## src/rtl/core_pkg.sv

```systemverilog
// Shared core definitions for the shift execute path: op encoding, micro-op
// layout and the decode used by both issue logic and the execute stage.
package core_pkg;

  localparam int XLEN    = 32;
  localparam int RD_BITS = 5;

  localparam logic [2:0] FUNCT3_SLL = 3'b001;
  localparam logic [2:0] FUNCT3_SRX = 3'b101;

  typedef enum logic [1:0] {
    SLL  = 2'b00,
    SRL  = 2'b01,
    SRA  = 2'b10,
    NONE = 2'b11
  } shift_op_e;

  typedef struct packed {
    logic [XLEN-1:0]    rs1;
    logic [4:0]         amt;
    logic [RD_BITS-1:0] rd;
    shift_op_e          op;
    logic               illegal;
  } shift_uop_t;

  // Illegal encodings map to NONE so the shifter produces zero for them.
  function automatic shift_uop_t decode_shift(
    input logic [2:0]         funct3,
    input logic               funct7_5,
    input logic               imm_sel,
    input logic [XLEN-1:0]    rs1,
    input logic [4:0]         rs2_amt,
    input logic [4:0]         shamt_imm,
    input logic [RD_BITS-1:0] rd
  );
    shift_uop_t u;
    u.rs1     = rs1;
    u.amt     = imm_sel ? shamt_imm : rs2_amt;
    u.rd      = rd;
    u.op      = NONE;
    u.illegal = 1'b0;
    case (funct3)
      FUNCT3_SLL: begin
        if (funct7_5) u.illegal = 1'b1;
        else          u.op      = SLL;
      end
      FUNCT3_SRX: u.op = funct7_5 ? SRA : SRL;
      default:    u.illegal = 1'b1;
    endcase
    return u;
  endfunction

endpackage

```

## src/rtl/shift_exec_stage_shifter.sv

```systemverilog
// Combinational 32-bit barrel shifter with a 5-bit amount; NONE yields zero.
module shifter
  import core_pkg::*;
(
  input  shift_op_e       op,
  input  logic [4:0]      amt,
  input  logic [XLEN-1:0] din,
  output logic [XLEN-1:0] dout
);

  always_comb begin
    dout = '0;
    case (op)
      SLL:     dout = din << amt;
      SRL:     dout = din >> amt;
      SRA:     dout = $unsigned($signed(din) >>> amt);
      default: dout = '0;
    endcase
  end

endmodule

```

## src/rtl/shift_exec_stage.sv

```systemverilog
// Two-stage shift execute: S1 holds the decoded micro-op feeding the shifter,
// S2 holds the result toward writeback. Full backpressure, flush, retire count.
module shift_exec_stage
  import core_pkg::*;
#(
  parameter int DATA_W = XLEN,
  parameter int RD_W   = RD_BITS,
  parameter int CNT_W  = 16
) (
  input  logic              clk,
  input  logic              rst_n,
  input  logic              flush,
  input  logic              in_valid,
  output logic              in_ready,
  input  logic [2:0]        in_funct3,
  input  logic              in_funct7_5,
  input  logic              in_imm_sel,
  input  logic [DATA_W-1:0] in_rs1_data,
  input  logic [DATA_W-1:0] in_rs2_data,
  input  logic [4:0]        in_shamt_imm,
  input  logic [RD_W-1:0]   in_rd,
  output logic              out_valid,
  input  logic              out_ready,
  output logic [DATA_W-1:0] out_result,
  output logic [RD_W-1:0]   out_rd,
  output logic              out_illegal,
  output logic [CNT_W-1:0]  retired_cnt
);

  logic [2:1]       vld_pipe;
  logic             s1_adv, s2_adv, accept, retire;
  shift_uop_t       s1_d, s1_q;
  logic [XLEN-1:0]  sh_out;
  logic [CNT_W-1:0] cnt_q;
  logic             unused_rs2;

  // Only the low five rs2 bits form a shift amount.
  assign unused_rs2 = ^in_rs2_data[DATA_W-1:5];

  assign s2_adv    = !vld_pipe[2] || out_ready;
  assign s1_adv    = !vld_pipe[1] || s2_adv;
  assign in_ready  = s1_adv;
  assign accept    = in_valid && in_ready;
  assign out_valid = vld_pipe[2];
  assign retire    = vld_pipe[2] && out_ready;

  assign s1_d = decode_shift(in_funct3, in_funct7_5, in_imm_sel, in_rs1_data,
                             in_rs2_data[4:0], in_shamt_imm, in_rd);

  shifter u_shifter (
    .op   (s1_q.op),
    .amt  (s1_q.amt),
    .din  (s1_q.rs1),
    .dout (sh_out)
  );

  // Flush wins over any advance; data registers are left as-is.
  always_ff @(posedge clk or negedge rst_n) begin
    if (!rst_n) begin
      vld_pipe <= '0;
    end else if (flush) begin
      vld_pipe <= '0;
    end else begin
      if (s1_adv) vld_pipe[1] <= in_valid;
      if (s2_adv) vld_pipe[2] <= vld_pipe[1];
    end
  end

  always_ff @(posedge clk or negedge rst_n) begin
    if (!rst_n) begin
      s1_q <= '0;
    end else if (accept && !flush) begin
      s1_q <= s1_d;
    end
  end

  always_ff @(posedge clk or negedge rst_n) begin
    if (!rst_n) begin
      out_result  <= '0;
      out_rd      <= '0;
      out_illegal <= 1'b0;
    end else if (vld_pipe[1] && s2_adv && !flush) begin
      out_result  <= sh_out;
      out_rd      <= s1_q.rd;
      out_illegal <= s1_q.illegal;
    end
  end

  always_ff @(posedge clk or negedge rst_n) begin
    if (!rst_n) begin
      cnt_q <= '0;
    end else if (retire && cnt_q != {CNT_W{1'b1}}) begin
      cnt_q <= cnt_q + 1'b1;
    end
  end

  assign retired_cnt = cnt_q;

endmodule

```

## config.mk

```make
export PLATFORM = sky130hd
export DESIGN_NAME = shift_exec_stage
export DESIGN_NICKNAME = d
export VERILOG_FILES = /design/src/rtl/core_pkg.sv /design/src/rtl/shift_exec_stage_shifter.sv /design/src/rtl/shift_exec_stage.sv
export SDC_FILE = /design/constraint.sdc
export NUM_CORES = 1
export LEC_CHECK = 0
export CAP_MARGIN = 10
export CORE_MARGIN = 4
export CORE_UTILIZATION = 40
export DETAILED_ROUTE_END_ITERATION = 16
export PLACE_DENSITY = 0.66
export SYNTH_ARGS = -nofsm -noshare
export SYNTH_HDL_FRONTEND = slang
export SYNTH_SLANG_ARGS = --single-unit
```

## constraint.sdc

```tcl
create_clock -name clk -period 2.4 [get_ports clk]
set_input_delay 0.48 -clock clk [delete_from_list [all_inputs] [get_ports clk]]
set_output_delay 0.48 -clock clk [all_outputs]
set_load 0.05 [all_outputs]
```

; ---- Word-level counts from Yosys, hierarchy flattened
; Cells that the tools add are included.
[op_classes]
mux = 10
n_shift = 3
eq_ne = 5
addsub = 1
n_reduce_logical = 14
[ops]
columns = op, n
row1 = one-hot mux 32 bit (3 select lines), 1
row2 = << shifter 32 x 5 -> 32 bit, 1
row3 = >> shifter 32 x 5 -> 32 bit, 1
row4 = >>> shifter 32 x 5 -> 32 bit, 1
row5 = "adder 16 x 1 -> 16 bit, second input constant", 1
row6 = "inequality test 16 bit, second input constant", 1
row7 = logical AND 1 bit, 6
row8 = 2-to-1 mux 2 bit, 3
row9 = 2-to-1 mux 5 bit, 1
row10 = one-hot mux 2 bit (2 select lines), 1
row11 = nonzero test 2 bit, 2
row12 = "equality test 3 x 1 -> 1 bit, second input constant", 1
row13 = "equality test 3 bit, second input constant", 1
row14 = logical NOT 1 bit, 3
row15 = 2-to-1 mux 1 bit, 3
row16 = "equality test 2 x 1 -> 1 bit, second input constant", 1
row17 = "equality test 2 bit, second input constant", 1
row18 = logical NOT 2 bit, 1
row19 = logical OR 1 bit, 2
row20 = one-hot mux 1 bit (2 select lines), 1
[word_totals]
register_bits = 101
input_bits = 84
elab_cells = 44
output_inout_bits = 56

; ---- Depth between registers and ports, before layout
; Gate-level depths: netlist of the first run.
[logic_depth]
word_depth = 5
depth_mapped = 9
ltp_nobuf = 5

; ---- Cells and area by module
; From an unflattened synthesis of the first run, not the netlist that was laid out.
[unflattened]
cells_unflattened = 760
area_unflattened_um2 = 8206.6
[by_module_without_submodules]
columns = mod, cells_each, seq_area_each_um2, area_each_um2, instances
row1 = shifter, 490, 0.0, 4124.0, 1
row2 = shift_exec_stage, 270, 2527.4, 4082.7, 1

; ---- Least setup slack after synthesis of the first run
; Ideal clock, no wire load.
[synth_path]
kind = register to register
startpoint = register vld_pipe[2] in the netlist's numbering
endpoint = register s1_q[16] in the netlist's numbering
setup_ps = 125
t_arrival_ps = 2331
required_time_ps = 2275
synth_period_minus_slack_ps = 2456
stages_incl_launch_ff = 6
path_slack_ps = -56
n_path_buf = 1
cell_sequence = dfrtp_1 -> nor2b_1 -> nand2_1 -> nand3b_1 -> clkbuf_1 -> mux2_2
[synth_via]
elab_chain_len = 5
[synth_rtl]
columns = element, line_no
row1 = "start, declared", shift_exec_stage.sv:30  ; logic [2:1] vld_pipe;
row2 = logical NOT 1 bit, shift_exec_stage.sv:40  ; assign s2_adv = !vld_pipe[2] || out_ready;
row3 = logical OR 1 bit, shift_exec_stage.sv:40
row4 = logical OR 1 bit, shift_exec_stage.sv:41  ; assign s1_adv = !vld_pipe[1] || s2_adv;
row5 = named net in_ready, shift_exec_stage.sv:14  ; output logic in_ready,
row6 = logical AND 1 bit, shift_exec_stage.sv:43  ; assign accept = in_valid && in_ready;
row7 = logical AND 1 bit, shift_exec_stage.sv:72  ; end else if (accept && !flush) begin
row8 = "end signal, assigned", shift_exec_stage.sv:71  ; s1_q <= '0;
row9 = "end signal, assigned", shift_exec_stage.sv:73  ; s1_q <= s1_d;
row10 = "end, declared", shift_exec_stage.sv:32  ; shift_uop_t s1_d, s1_q;
; The timed path passes the listed nets, and every way through them passes these cells.
; A chain may end at the register's enable or synchronous reset.

; ---- Worst setup path in the final report of the first run
[layout_path]
startpoint = register s1_q[8] in the netlist's numbering
endpoint = register out_result[20]
[layout_via]
elab_chain_len = 2
word_cells_on_any_way = 4
cone_classes = shift (3) / mux (1)
[layout_rtl]
columns = element, line_no
row1 = >>> shifter 32 x 5 -> 32 bit (tied with other cells), shift_exec_stage_shifter.sv:16  ; SRA: dout = $unsigned($signed(din) >>> amt);
row2 = one-hot mux 32 bit (3 select lines) (*), shift_exec_stage_shifter.sv:13  ; case (op)
row3 = "end signal, assigned", shift_exec_stage.sv:83  ; out_result <= sh_out;
row4 = "end, declared", shift_exec_stage.sv:24  ; output logic [DATA_W-1:0] out_result,
; Mark *: on every way between the ends. The rest lies on a longest branch, timed or not.

==> flow_metrics.env, run 1 <==
export IMPL_status="finished, violations left"
export IMPL_failed_checks="setup timing"
export IMPL_area_enclosed_by_the_die_boundary_um2=24900
export IMPL_start_kind="flip-flop"
export IMPL_die_height_um=158
export IMPL_postLayoutSetupSlackWorst_ps=-55.7
export IMPL_clock_power_share_pct=14.9
export IMPL_tritoncts="yes"
export IMPL_grt_setup_unrepaired="yes"
export IMPL_die_x_um=158
export IMPL_fin_skew_ps=15.1
export IMPL_switchingPower_mw=4.47
export IMPL_asyncSetResetFlopFracSynth_pct=100
export IMPL_numPortBuffers=112
export IMPL_globalRouteMet2Util_pct=40.4
export IMPL_yosys_most_used_dff="sky130_fd_sc_hd__dfrtp_1"
export IMPL_cp_required_ps=2710
export IMPL_timing_critical_path_fanout_max=8
export IMPL_wire_per_inst_um=24.3
export IMPL_worst_r2r_cell_count=9
export IMPL_netSwitchingFraction_pct=44.8
export IMPL_cts_htree_levels=3
export IMPL_gpl_final_weighted_congestion=1.03
export IMPL_synth_area_per_cell_um2=9.94
export IMPL_placed_cells_incl_taps=1369
export IMPL_cts_root_buffer="sky130_fd_sc_hd__clkbuf_16"
export IMPL_start_util_pct=40.9
export IMPL_synthesis_nets=989
export IMPL_critPathArrivalTime_ps=2760
export IMPL_finalHoldViolations=0
export IMPL_cts_sinks=101
export IMPL_slew_limit_fails=0
export IMPL_detailroute_via_count=8831
export IMPL_grt_ovfl_total=0
export IMPL_final_setup_viol_count=5
export IMPL_dpl_ws_ps=-204
export IMPL_final_core_util_pct=55.1
export IMPL_setup_worst_path_end_class="flip-flop"
export IMPL_post_layout_nonfiller_instances=1402
export IMPL_dp_final_hpwl_mm=26.3
export IMPL_power_frac_comb_pct=60.8
export IMPL_seq_power_share_pct=24.3
export IMPL_antenna_violating_nets_post_route=0
export IMPL_final_cell_mix="sky130_fd_sc_hd__buf_4, sky130_fd_sc_hd__clkdlybuf4s50_1, sky130_fd_sc_hd__dfrtp_1"
export IMPL_core_region_area_um2=22000
export IMPL_num_nets_final=1202
export IMPL_cts_hold_buffers_added=0
export IMPL_synth_lib_cells_used_distinct=80
export IMPL_path_cells="buf_12, buf_12, buf_8, mux2i_2, mux4_2, buf_6, o311a_1, o221ai_2, a22o_1"
export IMPL_drt_first_pass_iters=5
export IMPL_leakage_nw=4.98
export IMPL_global_route_usage_total_pct=27.1
export IMPL_crit_top_cell="sky130_fd_sc_hd__buf_12"
export IMPL_groute_layer_met3_usage_pct=6.67
export IMPL_clockBufferDepth=2
export IMPL_mappedNetlistArea_um2=8980
export IMPL_synth_ff_latch_count=101
export IMPL_drt_drc_violations_left=0
export IMPL_fin_crit_ps=2460
export IMPL_top_level_ports=140
export IMPL_max_freq_mhz=407
export IMPL_hold_path_class="in2async"
export IMPL_worst_slew_margin_rel_pct=50.6
export IMPL_globalRoute_busiestLayer="met2"
export IMPL_grt_max_degree=55
export IMPL_drtIter0Drc=957
export IMPL_power_density_nw_per_um2=825
export IMPL_share_of_cells_above_drive_strength_1_pct=35.0
export IMPL_worst_skew_pair_late_latency_ps=360
export IMPL_peakVddDrop_mv=0.459
export IMPL_max_slew_worst_pin_slew_ps=730
export IMPL_cp_slowest_stage_delay_ps=580
export IMPL_timing_rr_end="out_result[20]"
export IMPL_grt_first_pass_wirelength_mm=51.8
export IMPL_antenna_found_initial=0
export IMPL_criticalPathCategory="reg2reg"
export IMPL_number_of_enable_type_register_cells_in_the_synthesized_netlist=0
export IMPL_cpMaxStageDelayCell="sky130_fd_sc_hd__dfrtp_4"
export IMPL_row_count=54
export IMPL_tritoncts_num_buffers=9
export IMPL_synthCells=904
export IMPL_yosysSeqAreaShare_pct=28.1
export IMPL_fin_crit_sh_pct=102
export IMPL_routed_wirelength_mm=34.1
export IMPL_detail_route_vias_per_cell=6.30
export IMPL_insertedDiodeCount=0
export IMPL_grt_util_met1_pct=38.7
export IMPL_first_global_vias=8484
export IMPL_mostFrequentLayoutCell="sky130_fd_sc_hd__buf_4"
export IMPL_rr_startpoint="s1_q[8]"
export IMPL_maximum_capacitance_violations=0
export IMPL_r2r_setup_slk_ps=-60
export IMPL_cts_reportedPaths_clkPinSlew_ps=80
export IMPL_layout_area_overhead_vs_synth_pct=34.6
export IMPL_ys_warnings_count=0
export IMPL_p_int_mw=5.50
## worst max-delay path, delay by kind of cell (launching register included)
family	cells	cell delay, ps
AOI/OAI and AO/OA	3	530
buffers and inverters	4	570
DFF	1	580
muxes	2	710
## metal layers
layer,wire length [um],part of all wire [%]
met5,0,0
met4,1170,3.4
met3,3380,9.9
met2,15400,45
met1,14200,42
## how the worst max path moves through the flow
stage | from | endpoint | slack (ps) | cells past startpoint
floorplan | vld_pipe[2] | s1_q[16] | 100 | 5
global placement | s1_q[8] | out_result[27] | -160 | 7
detailed placement | s1_q[8] | out_result[27] | -200 | 8
CTS | s1_q[8] | out_result[13] | -60 | 6
global route | s1_q[8] | out_result[20] | -110 | 9
finish | s1_q[8] | out_result[20] | -60 | 9
## synth_stat cells, types with 9 or more instances
cell type	instances	area [um^2]
sky130_fd_sc_hd__a21oi_1	25	125
sky130_fd_sc_hd__nand2_1	83	312
sky130_fd_sc_hd__buf_2	25	125
sky130_fd_sc_hd__a22oi_1	9	67.6
sky130_fd_sc_hd__o31ai_1	9	67.6
sky130_fd_sc_hd__nor3_1	12	60.1
sky130_fd_sc_hd__mux2i_1	61	611
sky130_fd_sc_hd__nor2_1	56	210
sky130_fd_sc_hd__nor2b_1	21	131
sky130_fd_sc_hd__clkbuf_1	62	233
sky130_fd_sc_hd__nand2b_1	16	100
sky130_fd_sc_hd__mux4_2	60	1350
sky130_fd_sc_hd__o21ai_0	32	160
sky130_fd_sc_hd__mux2_2	67	754
sky130_fd_sc_hd__and3_1	10	62.6
sky130_fd_sc_hd__dfrtp_1	101	2530
sky130_fd_sc_hd__nand3_1	29	145
sky130_fd_sc_hd__xnor2_1	13	114
sky130_fd_sc_hd__o22ai_1	19	119
sky130_fd_sc_hd__a211oi_1	15	113
## kinds of logic after synthesis
| logic type | share of synthesized area (%) |
|---|---|
| AOI/OAI and AO/OA | 16.8 |
| and+or+nand+nor | 14.5 |
| xor gates and xnor gates | 1.66 |
| adders and majority gates | 0.139 |
| muxes | 32.7 |
| buffers and inverters | 6.09 |
| DFF | 28.1 |
## power groups by stage
stage | clock network [mW] | logic, mW | registers, mW
floorplan | 0 | 2.70 | 3.00
global placement | 0 | 5.60 | 2.43
detailed placement | 0 | 5.63 | 2.45
CTS | 1.52 | 5.75 | 2.42
global route | 1.60 | 6.32 | 2.48
finish | 1.49 | 6.06 | 2.42
## final cells by class
type / instances / area (um^2)
timing repair buffer: 309 / 2790
inverter: 7 / 26.3
multi-input combinational: 689 / 6100
clock inverter: 6 / 50.0
fill: 1961 / 9870
sequential: 101 / 2540
tap: 280 / 350
clock buffer: 10 / 239
## sequential cells by signal, indices dropped and copies added (netlist names)
name / cells
out_rd: 5
s1_q: 45
retired_cnt: 16
out_illegal: 1
vld_pipe: 2
out_result: 32
## what timing repair did
action                                  in CTS  in global routing
pin swaps                                    4                 21
endpoints found under the setup margin      15                 32
resized for setup                           22                 41
setup buffers                               10                  8
## metrics by stage
stage	setup TNS (ps)	hold slack, ps	power (mW)	cell area (um^2)
floorplan	0	184	5.69	8990
global placement	-512	430	8.03	11400
detailed placement	-923	433	8.09	11400
CTS	-136	48.7	9.69	11900
global route	-751	71.8	10.4	12100
finish	-106	41.8	9.97	12100
Note: power is estimated with default switching activity, not from simulation.
==> run 2, diff against run 1 <==
--- a/config.mk
+++ b/config.mk
@@ -8,6 +8,7 @@
 export CAP_MARGIN = 10
 export CORE_MARGIN = 4
 export CORE_UTILIZATION = 40
+export CTS_BUF_LIST = sky130_fd_sc_hd__clkbuf_4 sky130_fd_sc_hd__clkbuf_8
 export DETAILED_ROUTE_END_ITERATION = 16
 export PLACE_DENSITY = 0.66
 export SYNTH_ARGS = -nofsm -noshare
==> constraint.sdc (replaced) <==
create_clock -name clk -period 2.4 [get_ports clk]
set_input_delay 0.48 -clock clk [delete_from_list [all_inputs] [get_ports clk]]
set_output_delay 0.48 -clock clk [all_outputs]
set_load 0.005 [all_outputs]
==> flow_metrics.env, run 2 (synthesis gave the netlist of run 1 again) <==
export IMPL_max_slew_worst_pin_slew_ps=718
export IMPL_final_cell_mix="sky130_fd_sc_hd__buf_4, sky130_fd_sc_hd__clkdlybuf4s50_1, sky130_fd_sc_hd__dfrtp_1"
export IMPL_antenna_violating_nets_post_route=0
export IMPL_power_density_nw_per_um2=739
export IMPL_cts_sinks=101
export IMPL_detail_route_vias_per_cell=6.30
export IMPL_cts_root_buffer="sky130_fd_sc_hd__clkbuf_8"
export IMPL_start_util_pct=40.9
export IMPL_fin_crit_sh_pct=101
export IMPL_cp_required_ps=2700
export IMPL_gpl_final_weighted_congestion=1.00
export IMPL_drt_drc_violations_left=0
export IMPL_setup_worst_path_end_class="flip-flop"
export IMPL_cts_htree_levels=3
export IMPL_die_x_um=158
export IMPL_power_frac_comb_pct=60.0
export IMPL_start_kind="flip-flop"
export IMPL_rr_startpoint="s1_q[8]"
export IMPL_peakVddDrop_mv=0.318
export IMPL_fin_tns_setup_ps=-35.4
export IMPL_share_of_cells_above_drive_strength_1_pct=32.8
export IMPL_worst_skew_pair_late_latency_ps=400
export IMPL_grt_ovfl_total=0
export IMPL_wire_per_inst_um=24.6
export IMPL_worst_slew_margin_rel_pct=51.4
export IMPL_die_height_um=158
export IMPL_final_core_util_pct=53.8
export IMPL_dp_final_hpwl_mm=26.3
export IMPL_layout_area_overhead_vs_synth_pct=31.5
export IMPL_cts_reportedPaths_clkPinSlew_ps=110
export IMPL_antenna_found_initial=1
export IMPL_clockBufferDepth=2
export IMPL_tritoncts_num_buffers=9
export IMPL_detailroute_via_count=8721
export IMPL_drtIter0Drc=1079
export IMPL_cpMaxStageDelayCell="sky130_fd_sc_hd__dfrtp_4"
export IMPL_hold_path_class="in2async"
export IMPL_status="finished, violations left"
export IMPL_row_count=54
export IMPL_max_freq_mhz=413
export IMPL_critPathArrivalTime_ps=2720
export IMPL_cp_slowest_stage_delay_ps=550
export IMPL_numPortBuffers=112
export IMPL_drt_first_pass_iters=6
export IMPL_maximum_capacitance_violations=0
export IMPL_grt_max_degree=55
export IMPL_area_enclosed_by_the_die_boundary_um2=24900
export IMPL_worst_r2r_cell_count=8
export IMPL_criticalPathCategory="reg2reg"
export IMPL_netSwitchingFraction_pct=41.4
export IMPL_top_level_ports=140
export IMPL_p_int_mw=5.12
export IMPL_global_route_usage_total_pct=27.0
export IMPL_postLayoutSetupSlackWorst_ps=-21.3
export IMPL_finalHoldViolations=0
export IMPL_placed_cells_incl_taps=1355
export IMPL_num_nets_final=1183
export IMPL_path_cells="buf_6, buf_12, mux4_2, mux2i_2, buf_4, nor2_2, or4_1, o22a_1"
export IMPL_grt_setup_unrepaired="yes"
export IMPL_failed_checks="setup timing"
export IMPL_post_dp_cell_area_um2=11300
export IMPL_switchingPower_mw=3.62
export IMPL_fin_skew_ps=9.83
export IMPL_largest_register="s1_q"
export IMPL_post_layout_nonfiller_instances=1384
export IMPL_timing_rr_end="out_result[13]"
export IMPL_timing_critical_path_fanout_max=26
export IMPL_core_region_area_um2=22000
export IMPL_first_global_vias=8230
export IMPL_routed_wirelength_mm=34.0
export IMPL_final_setup_viol_count=2
export IMPL_slew_limit_fails=0
export IMPL_clock_power_share_pct=12.6
export IMPL_largest_reg_flops=45
export IMPL_r2r_setup_slk_ps=-20
export IMPL_dpl_ws_ps=-342
export IMPL_post_route_cell_area_um2=11800
export IMPL_fin_crit_ps=2420
export IMPL_seq_power_share_pct=27.5
export IMPL_tritoncts="yes"
export IMPL_mostFrequentLayoutCell="sky130_fd_sc_hd__buf_4"
export IMPL_leakage_nw=4.83
export IMPL_grt_first_pass_wirelength_mm=51.0
==> run 2: how the worst max path moves through the flow <==
stage | from | end | slack (ps)
floorplan | s1_q[8] | out_result[14] | 270
global placement | s1_q[8] | out_result[17] | -400
detailed placement | s1_q[8] | out_result[17] | -340
CTS | s1_q[8] | out_result[13] | -10
global route | s1_q[8] | out_result[14] | -110
finish | s1_q[8] | out_result[13] | -20
==> run 2: stage by stage <==
stage / hold slack [ps] / total power, mW
CTS: 7.77 / 8.49
floorplan: 184 / 4.97
detailed placement: 449 / 7.32
global placement: 443 / 7.28
finish: 6.96 / 8.73
global route: 22.7 / 9.16
==> run 2: power by group through the flow <==
stage	combinational [mW]	clock [mW]	sequential (mW)
finish	5.24	1.10	2.40
global route	5.52	1.19	2.45
CTS	4.98	1.12	2.39
detailed placement	4.88	0	2.43
global placement	4.86	0	2.41
floorplan	2.70	0	2.27
==> run 2: critical path, delay by kind of cell (launching register included) <==
| family | cells | cell delay (ps) |
|---|---|---|
| AO/OA/AOI/OAI | 1 | 200 |
| buffers and inverters | 3 | 510 |
| multiplexers | 2 | 560 |
| AND/OR/NAND/NOR | 2 | 490 |
| flip-flops | 1 | 550 |
==> run 2: per-layer routing <==
metal,track usage [%],share of wire [%],vias up
li1,-,-,3877
met1,38.0,42,4273
met2,40.3,45,490
met3,7.08,10,81
met4,9.46,3.5,0
met5,0,0,-
==> run 2: layout make-up <==
type / instances / area (um^2)
fillers: 1942 / 10100
clock buffers: 11 / 145
inverters: 7 / 30.0
clock inverters: 5 / 45.0
multi-input cells: 689 / 6050
diodes: 1 / 2.50
well taps: 280 / 350
repair buffers: 290 / 2650
flip-flops and latches: 101 / 2530
==> run 2: what timing repair did <==
action                                 4_1_cts  5_1_grt
setup endpoints to repair                   12       21
setup buffers                                4        7
hold buffers                                 0        0
endpoints found under the hold margin        0        0
gates cloned                                 0        1
pin swaps                                    6        9
resized for setup                           20       29
==> run 3, diff against run 2 <==
==> constraint.sdc (replaced) <==
create_clock -name clk -period 2.9 [get_ports clk]
set_input_delay 0.58 -clock clk [delete_from_list [all_inputs] [get_ports clk]]
set_output_delay 0.58 -clock clk [all_outputs]
set_load 0.005 [all_outputs]
==> flow_metrics.env, run 3 (synthesis gave the netlist of run 1 again) <==
export IMPL_cp_slowest_stage_delay_ps=630
export IMPL_postLayoutSetupSlackWorst_ps=102
export IMPL_detail_route_vias_per_cell=6.51
export IMPL_cp_top_family="multiplexers"
export IMPL_row_count=54
export IMPL_drtIter0Drc=993
export IMPL_post_layout_nonfiller_instances=1290
export IMPL_grt_setup_unrepaired="no"
export IMPL_gpl_final_weighted_congestion=1.02
export IMPL_final_cell_mix="sky130_fd_sc_hd__clkdlybuf4s50_1, sky130_fd_sc_hd__dfrtp_1, sky130_fd_sc_hd__nand2_1"
export IMPL_dp_final_hpwl_mm=24.3
export IMPL_area_enclosed_by_the_die_boundary_um2=24900
export IMPL_criticalPathCategory="reg2reg"
export IMPL_rr_startpoint="s1_q[8]"
export IMPL_num_nets_final=1090
export IMPL_final_core_util_pct=49.4
export IMPL_worst_skew_pair_late_latency_ps=400
export IMPL_wire_per_inst_um=25.0
export IMPL_antenna_found_initial=1
export IMPL_post_dp_cell_area_um2=10700
export IMPL_cts_root_buffer="sky130_fd_sc_hd__clkbuf_8"
export IMPL_insertedDiodeCount=0
export IMPL_finalHoldViolations=0
export IMPL_layout_area_overhead_vs_synth_pct=20.8
export IMPL_critPathArrivalTime_ps=3060
export IMPL_leakage_nw=4.33
export IMPL_first_global_vias=7734
export IMPL_detailroute_via_count=8401
export IMPL_grt_ovfl_total=0
export IMPL_cp_required_ps=3170
export IMPL_clock_power_share_pct=13.5
export IMPL_worst_slew_margin_rel_pct=35.7
export IMPL_max_slew_worst_pin_slew_ps=957
export IMPL_dpl_ws_ps=29.9
export IMPL_start_kind="flip-flop"
export IMPL_final_setup_viol_count=0
export IMPL_switchingPower_mw=2.83
export IMPL_grt_max_degree=56
export IMPL_hold_path_class="in2async"
export IMPL_cts_htree_levels=3
export IMPL_status="finished clean"
export IMPL_setup_worst_path_end_class="flip-flop"
export IMPL_tritoncts="yes"
export IMPL_core_region_area_um2=22000
export IMPL_drt_drc_violations_left=0
export IMPL_peakVddDrop_mv=0.264
export IMPL_placed_cells_incl_taps=1273
export IMPL_slew_limit_fails=0
export IMPL_largest_reg_flops=45
export IMPL_clockBufferDepth=2
export IMPL_worst_r2r_cell_count=6
export IMPL_seq_power_share_pct=31.6
export IMPL_largest_register="s1_q"
export IMPL_routed_wirelength_mm=32.2
export IMPL_hold_ws_ps=186
export IMPL_cts_hold_buffers_added=0
export IMPL_fin_skew_ps=13.2
export IMPL_grt_first_pass_wirelength_mm=48.5
export IMPL_post_route_cell_area_um2=10900
export IMPL_timing_critical_path_fanout_max=11
export IMPL_design_power_total_mw=6.63
export IMPL_netSwitchingFraction_pct=42.7
export IMPL_fin_crit_sh_pct=96.5
export IMPL_numPortBuffers=112
export IMPL_top_level_ports=140
export IMPL_path_cells="mux4_2, mux2i_1, nor2_1, a2111oi_1, buf_4, o221ai_1"
export IMPL_fin_crit_ps=2800
export IMPL_die_x_um=158
export IMPL_critPathBufInv=1
export IMPL_drt_first_pass_iters=5
export IMPL_timing_rr_end="out_result[17]"
export IMPL_power_density_nw_per_um2=611
export IMPL_antenna_violating_nets_post_route=0
export IMPL_tritoncts_num_buffers=9
export IMPL_maximum_capacitance_violations=0
export IMPL_mostFrequentLayoutCell="sky130_fd_sc_hd__clkdlybuf4s50_1"
export IMPL_cpMaxStageDelayCell="sky130_fd_sc_hd__dfrtp_4"
export IMPL_cts_reportedPaths_clkPinSlew_ps=110
export IMPL_global_route_usage_total_pct=25.6
export IMPL_fin_tns_setup_ps=0
export IMPL_max_freq_mhz=357
export IMPL_r2r_setup_slk_ps=100
export IMPL_power_frac_comb_pct=54.9
export IMPL_p_int_mw=3.80
export IMPL_share_of_cells_above_drive_strength_1_pct=24.4
export IMPL_cts_sinks=101
export IMPL_start_util_pct=40.9
export IMPL_die_height_um=158
## run 3: cell types whose count changed in the layout (fill, tap and decap cells not counted), sizes merged
cell      change
clkbuf        -2
inv           +2
diode         -1
buf          -92
clkinvlp      -1
## run 3: metal layers
| metal | up-vias | part of all wire (%) | global-route usage, % |
|---|---|---|---|
| met5 | - | 0.040 | 0 |
| met4 | 2 | 2.2 | 6.88 |
| met3 | 65 | 11 | 6.78 |
| met2 | 528 | 44 | 37.1 |
| met1 | 4122 | 42 | 37.9 |
| li1 | 3684 | - | - |
## run 3: worst max-delay path by stage
stage	startpoint	depth (start not counted)	to
2_1_floorplan	s1_q[8]	6	out_result[14]
6_report	s1_q[8]	6	out_result[17]
4_1_cts	s1_q[8]	6	out_result[17]
5_1_grt	s1_q[8]	6	out_result[17]
3_3_place_gp	s1_q[8]	6	out_result[17]
3_5_place_dp	s1_q[8]	6	out_result[17]
## run 3: cell type report
cell class | instances | area [um^2]
timing repair buffer | 197 | 1850
fill | 2052 | 11100
clock inverter | 6 | 53.8
sequential | 101 | 2530
tap | 280 | 350
multi-input combinational | 689 | 5910
inverter | 7 | 26.3
clock buffer | 10 | 131
## run 3: power by group through the flow
| stage | combinational (mW) | clock (mW) | sequential, mW |
|---|---|---|---|
| floorplan | 2.23 | 0 | 1.88 |
| global placement | 3.52 | 0 | 2.11 |
| detailed placement | 3.52 | 0 | 2.12 |
| CTS | 3.53 | 0.924 | 2.09 |
| global route | 3.83 | 0.977 | 2.14 |
| finish | 3.64 | 0.892 | 2.10 |
## run 3: timing repair
| item | in CTS | in global routing |
|---|---|---|
| setup endpoints to repair | 0 | 1 |
| gates resized for setup | 0 | 1 |
| setup buffers | 0 | 1 |
